[config.mk]
export PLATFORM = sky130hd
export DESIGN_NAME = text_line_sequencer
export DESIGN_NICKNAME = d
export VERILOG_FILES = /design/src/rtl/text_line_sequencer.sv
export SDC_FILE = /design/constraint.sdc
export NUM_CORES = 1
export LEC_CHECK = 0
export BUFFER_PORTS_ARGS = -buffer_cell sky130_fd_sc_hd__buf_2
export CAP_MARGIN = 20
export CELL_PAD_IN_SITES_DETAIL_PLACEMENT = 1
export CELL_PAD_IN_SITES_GLOBAL_PLACEMENT = 2
export CORE_MARGIN = 1.5
export CORE_UTILIZATION = 39
export DETAILED_ROUTE_END_ITERATION = 10
export PLACE_DENSITY = 0.88
export SLEW_MARGIN = 5
export SYNTH_ARGS = -nofsm -noshare
export SYNTH_HDL_FRONTEND = slang
export SYNTH_SLANG_ARGS = --single-unit
[constraint.sdc]
create_clock -name clk -period 6.4 [get_ports clk]
set_input_delay 0.64 -clock clk [delete_from_list [all_inputs] [get_ports clk]]
set_output_delay 0.64 -clock clk [all_outputs]
set_load 0.01 [all_outputs]
[src/rtl/text_line_sequencer.sv]
// text_line_sequencer: walks a "draw string" command character by character and
// glyph row by glyph row, fetching each character code from the text RAM and
// handing one row at a time to the glyph renderer, with right-edge clipping and
// a per-row watchdog on the renderer handshake.
module text_line_sequencer #(
    parameter int FB_WIDTH   = 320,
    parameter int FB_AW      = 17,
    parameter int TXT_AW     = 10,
    parameter int GLYPH_ROWS = 8,
    parameter int TIMEOUT    = 255
) (
    input  logic              clk,
    input  logic              reset,
    input  logic              cmd_valid,
    output logic              cmd_ready,
    input  logic [TXT_AW-1:0] cmd_base,
    input  logic [7:0]        cmd_len,
    input  logic [9:0]        cmd_x,
    input  logic [8:0]        cmd_y,
    input  logic [3:0]        cmd_fg,
    input  logic [3:0]        cmd_bg,
    output logic [TXT_AW-1:0] txt_addr,
    output logic              txt_rd,
    input  logic [7:0]        txt_data,
    output logic              gl_start,
    output logic [FB_AW-1:0]  gl_addr,
    output logic [7:0]        gl_char,
    output logic [3:0]        gl_delta_y,
    output logic [3:0]        gl_fg,
    output logic [3:0]        gl_bg,
    input  logic              gl_done,
    output logic              busy,
    output logic              finish,
    output logic              err_timeout,
    output logic              clipped
);

    localparam int WD_W = $clog2(TIMEOUT + 1);

    typedef enum logic [2:0] {
        S_IDLE,
        S_FETCH,
        S_LATCH,
        S_ISSUE,
        S_WAIT,
        S_DONE
    } state_t;

    state_t            state;
    logic [TXT_AW-1:0] base;
    logic [7:0]        len;
    logic [9:0]        x0;
    logic [8:0]        y0;
    logic [7:0]        ci;
    logic [3:0]        row;
    logic [WD_W-1:0]   wd;

    // True when character idx would spill past the right edge of the framebuffer.
    function automatic logic clips(input logic [9:0] xo, input logic [7:0] idx);
        logic [12:0] right;
        right = 13'(xo) + {2'b00, idx, 3'b000} + 13'd7;
        return right >= 13'(FB_WIDTH);
    endfunction

    // Leftmost pixel of glyph row r of character idx; wraps modulo 2^FB_AW.
    function automatic logic [FB_AW-1:0] row_addr(input logic [8:0] yo, input logic [3:0] r,
                                                  input logic [9:0] xo, input logic [7:0] idx);
        logic [31:0] a;
        a = (32'(yo) + 32'(r)) * 32'(FB_WIDTH) + 32'(xo) + 32'({idx, 3'b000});
        return a[FB_AW-1:0];
    endfunction

    // Command sequencer: every output is a register, set on entry to the state
    // that owns it, so the clip decision is made before entering FETCH and no
    // read is issued for a character that will not be drawn.
    always_ff @(posedge clk or posedge reset) begin
        if (reset) begin
            state       <= S_IDLE;
            cmd_ready   <= 1'b1;
            busy        <= 1'b0;
            finish      <= 1'b0;
            err_timeout <= 1'b0;
            clipped     <= 1'b0;
            txt_rd      <= 1'b0;
            txt_addr    <= '0;
            gl_start    <= 1'b0;
            gl_addr     <= '0;
            gl_char     <= '0;
            gl_delta_y  <= '0;
            gl_fg       <= '0;
            gl_bg       <= '0;
            base        <= '0;
            len         <= '0;
            x0          <= '0;
            y0          <= '0;
            ci          <= '0;
            row         <= '0;
            wd          <= '0;
        end else begin
            gl_start <= 1'b0;
            finish   <= 1'b0;
            txt_rd   <= 1'b0;
            case (state)
                S_IDLE: begin
                    if (cmd_valid && cmd_ready) begin
                        base        <= cmd_base;
                        len         <= cmd_len;
                        x0          <= cmd_x;
                        y0          <= cmd_y;
                        gl_fg       <= cmd_fg;
                        gl_bg       <= cmd_bg;
                        err_timeout <= 1'b0;
                        clipped     <= 1'b0;
                        busy        <= 1'b1;
                        cmd_ready   <= 1'b0;
                        ci          <= '0;
                        row         <= '0;
                        if (cmd_len == 8'd0) begin
                            state <= S_DONE;
                        end else if (clips(cmd_x, 8'd0)) begin
                            clipped <= 1'b1;
                            state   <= S_DONE;
                        end else begin
                            txt_rd   <= 1'b1;
                            txt_addr <= cmd_base;
                            state    <= S_FETCH;
                        end
                    end
                end
                S_FETCH: begin
                    state <= S_LATCH;
                end
                S_LATCH: begin
                    gl_char    <= txt_data;
                    row        <= '0;
                    gl_start   <= 1'b1;
                    gl_delta_y <= '0;
                    gl_addr    <= row_addr(y0, 4'd0, x0, ci);
                    wd         <= '0;
                    state      <= S_ISSUE;
                end
                S_ISSUE: begin
                    // A done arriving together with the start is not ours; ignore it.
                    wd    <= wd + WD_W'(1);
                    state <= S_WAIT;
                end
                S_WAIT: begin
                    if (gl_done) begin
                        if (row != 4'(GLYPH_ROWS - 1)) begin
                            row        <= row + 4'd1;
                            gl_start   <= 1'b1;
                            gl_delta_y <= row + 4'd1;
                            gl_addr    <= row_addr(y0, row + 4'd1, x0, ci);
                            wd         <= '0;
                            state      <= S_ISSUE;
                        end else if (ci != len - 8'd1) begin
                            ci <= ci + 8'd1;
                            if (clips(x0, ci + 8'd1)) begin
                                clipped <= 1'b1;
                                state   <= S_DONE;
                            end else begin
                                txt_rd   <= 1'b1;
                                txt_addr <= base + TXT_AW'(ci + 8'd1);
                                state    <= S_FETCH;
                            end
                        end else begin
                            state <= S_DONE;
                        end
                    end else if (wd == WD_W'(TIMEOUT - 1)) begin
                        // The count reaches TIMEOUT on this edge with no done seen.
                        err_timeout <= 1'b1;
                        state       <= S_DONE;
                    end else begin
                        wd <= wd + WD_W'(1);
                    end
                end
                S_DONE: begin
                    finish    <= 1'b1;
                    busy      <= 1'b0;
                    cmd_ready <= 1'b1;
                    state     <= S_IDLE;
                end
                default: begin
                    state <= S_IDLE;
                end
            endcase
        end
    end

endmodule

==> impl_results.md <==
- Synth-to-Final Area Change: 17.7%
- Worst-margin pin slew: 1010 ps
- Worst-path clk slew: 60 ps
- CTS Buf Count: 17
- Reg2reg start: row[0]$_DFFE_PP0P_
- Syn avg cell area: 9.56 um^2
- Starting density of the core: 39.9%
- Worst skew pair latency: 420 ps
- Slew headroom: 32.7%
- Post-synthesis cell count: 814
- CTS root buf: clkbuf_16
- GPL Wtd Cong: 0.807
- Post-synthesis register bit count: 114
- Die Span Y: 144 um
- Synth Warn #: 0
- Largest net degree at the start of global routing: 71
- Seq/Total Area, Yosys: 36.7%
- CP Max Fanout: 6
- Diode count: 0
- Router iterations before antenna repair: 4
- Detailed Place HPWL: 15,900 um
- IO Pins: 111
- Data arrival, critical path: 5050 ps
- Setup Buffers After CTS: 0
- Crit path kind: flip-flop to flip-flop
- Post-Route WL: 21,700 um
- Site row count: 51
- R2r setup slk: 1700 ps
- Core area: 19,500 um^2
- Hold violation count in the final report: 0
- Worst Hold Class: input port to async pin
- Vias in the first global route: 6,680
- Hold Buf Count CTS: 0
- Layout Skew: 7.32 ps
- Main synth FF type: dfrtp_1
- Die X: 144 um
- Per-cell routed wire length: 18.1 um
- Initial antenna violation count: 0
- RSZ-0062 raised after global routing: false
- Vias after detailed routing: 6,433
- Final worst path period share: 73.5%
- Remaining Overflow, GRT: 0
- Overall routing resource usage: 22.1%
- Longest Clk Path Bufs: 2
- Htree depth: 4
- Port Buf Inserts: 110
- Clock sinks: 114
- Fillers: 2,294
- Status: completed
- Post-layout nets: 1,062
- Post-DP Area: 8590 um^2
- Worst setup SP type: flip-flop
- Final min period: 4700 ps
- Top achievable clock speed: 213 MHz
- Setup TNS: 0 ps
- Layout cells sized above 1: 21.2%
- Global-route wire length before repair: 35,100 um
- CP endpoint kind: flip-flop
- Cell Area, Synth: 7780 um^2
- CTS-repair resized insts: 0
- Fin area: 9160 um^2
- Post-synth EDFFs: 0
- Drt via density: 5.37
- Cell variety after synth: 72
- CTS tree: done
- Initial DRC count: 346
- WP data required: 6740 ps
- Reg2reg path depth: 16
- Placed cells: 1,167
- Reg2reg end: gl_addr[16]$_DFFE_PP0P_
- MaxCap Viol Count: 0
- Slew Limit Fails: 0
- Async SR Flop Fraction: 100%
- DRC viols: 0
- Final setup vio count: 0
- Syn_nets: 955
- Die area: 20,800 um^2
- DRT antenna net count: 0
- Non-Filler Instances: 1,197
## worst max-delay path by stage
stage | start | to | slack, ps | cells after the start
5_1_grt | row[0]$_DFFE_PP0P_ | gl_addr[16]$_DFFE_PP0P_ | 1370 | 16
2_1_floorplan | row[0]$_DFFE_PP0P_ | gl_addr[15]$_DFFE_PP0P_ | 2150 | 15
6_report | row[0]$_DFFE_PP0P_ | gl_addr[16]$_DFFE_PP0P_ | 1700 | 16
3_3_place_gp | row[0]$_DFFE_PP0P_ | gl_addr[16]$_DFFE_PP0P_ | 1850 | 17
4_1_cts | row[0]$_DFFE_PP0P_ | gl_addr[16]$_DFFE_PP0P_ | 1680 | 16
3_5_place_dp | row[0]$_DFFE_PP0P_ | gl_addr[16]$_DFFE_PP0P_ | 1700 | 17
## Yosys cell counts (13+ instances only)
library cell | instances | area, um^2
inv_1 | 51 | 191
nand3_1 | 26 | 130
xor2_1 | 22 | 193
dfrtp_1 | 113 | 2830
fa_1 | 13 | 260
nand2_1 | 79 | 297
a21oi_1 | 41 | 205
nor3_1 | 13 | 65.1
ha_1 | 71 | 888
clkbuf_1 | 16 | 60.1
mux2_2 | 38 | 428
xnor2_1 | 40 | 350
o21ai_0 | 44 | 220
nor2_1 | 63 | 236
## sequential cells by signal (all words and copies together), names as in the netlist, 3 cells and up
name,flops
base,10
ci,8
gl_addr,17
gl_bg,4
gl_char,8
gl_delta_y,4
gl_fg,4
len,8
row,4
state,3
txt_addr,10
wd,8
x0,10
y0,9
## cell families after synthesis
family | synth area share [%]
AND/OR/NAND/NOR | 15.6
multiplexers | 6.91
AO/OA/AOI/OAI | 15.0
flip-flops | 36.7
adder cells (fa/ha/maj) | 14.8
buffers and inverters | 3.81
XOR/XNOR | 7.27
## final cells by class
cell class	count	area (um^2)	area share, %
Clock buffer	26	519	5.67
Clock inverter	4	47.5	0.519
Inverter	51	194	2.12
Multi-Input combinational cell	623	4630	50.6
Sequential cell	114	2850	31.2
Tap cell	265	332	3.62
Timing Repair Buffer	114	581	6.34
## through the flow
step                setup WS [ps]  util [%]  hold slack, ps
floorplan                    2150         -             465
global placement             1850      44.0             452
detailed placement           1700      44.0             456
CTS                          1680      46.9             320
global route                 1370      46.9             329
finish                       1700      46.9             293
## layout by cell type (no fill, tap or decap), types with 7 or more instances in the layout
| cell | Yosys | final |
|---|---|---|
| nand2_1 | 79 | 79 |
| mux2_2 | 38 | 38 |
| nor2b_1 | 12 | 12 |
| a211oi_1 | 7 | 7 |
| dfrtp_1 | 113 | 113 |
| ha_1 | 71 | 71 |
| nand3_1 | 26 | 26 |
| o211ai_1 | 8 | 8 |
| o21a_1 | 7 | 7 |
| xnor2_1 | 40 | 40 |
| fa_1 | 13 | 13 |
| a21oi_1 | 41 | 41 |
| xor2_1 | 22 | 22 |
| buf_2 | 6 | 110 |
| mux2i_1 | 11 | 11 |
| nor2_1 | 63 | 63 |
| nor3_1 | 13 | 13 |
| o21ai_0 | 44 | 44 |
| a21o_1 | 11 | 11 |
| a2bb2oi_1 | 9 | 9 |
| clkbuf_16 | 0 | 17 |
| inv_1 | 51 | 50 |
## per-layer routing
layer	global-route usage, %	up-vias	routed length, um
li1	-	3100	-
met1	29.3	3211	10200
met2	37.1	109	10400
met3	4.30	13	927
met4	5.16	0	199
met5	0	-	0
## worst max-delay path, cell delays in order, from the launching register on
cell	delay (ps)
dfrtp_1	430
ha_1	390
fa_1	470
a211oi_1	300
nor2_1	110
nor2_1	220
ha_1	300
fa_1	550
ha_1	230
ha_1	320
or2_2	290
a31oi_1	320
a31oi_1	160
nand4_1	140
xnor2_1	130
o22ai_1	110
a21oi_1	150
Power is not shown: default switching activity piles up to over one toggle a cycle in this logic, so the estimate is an artifact.
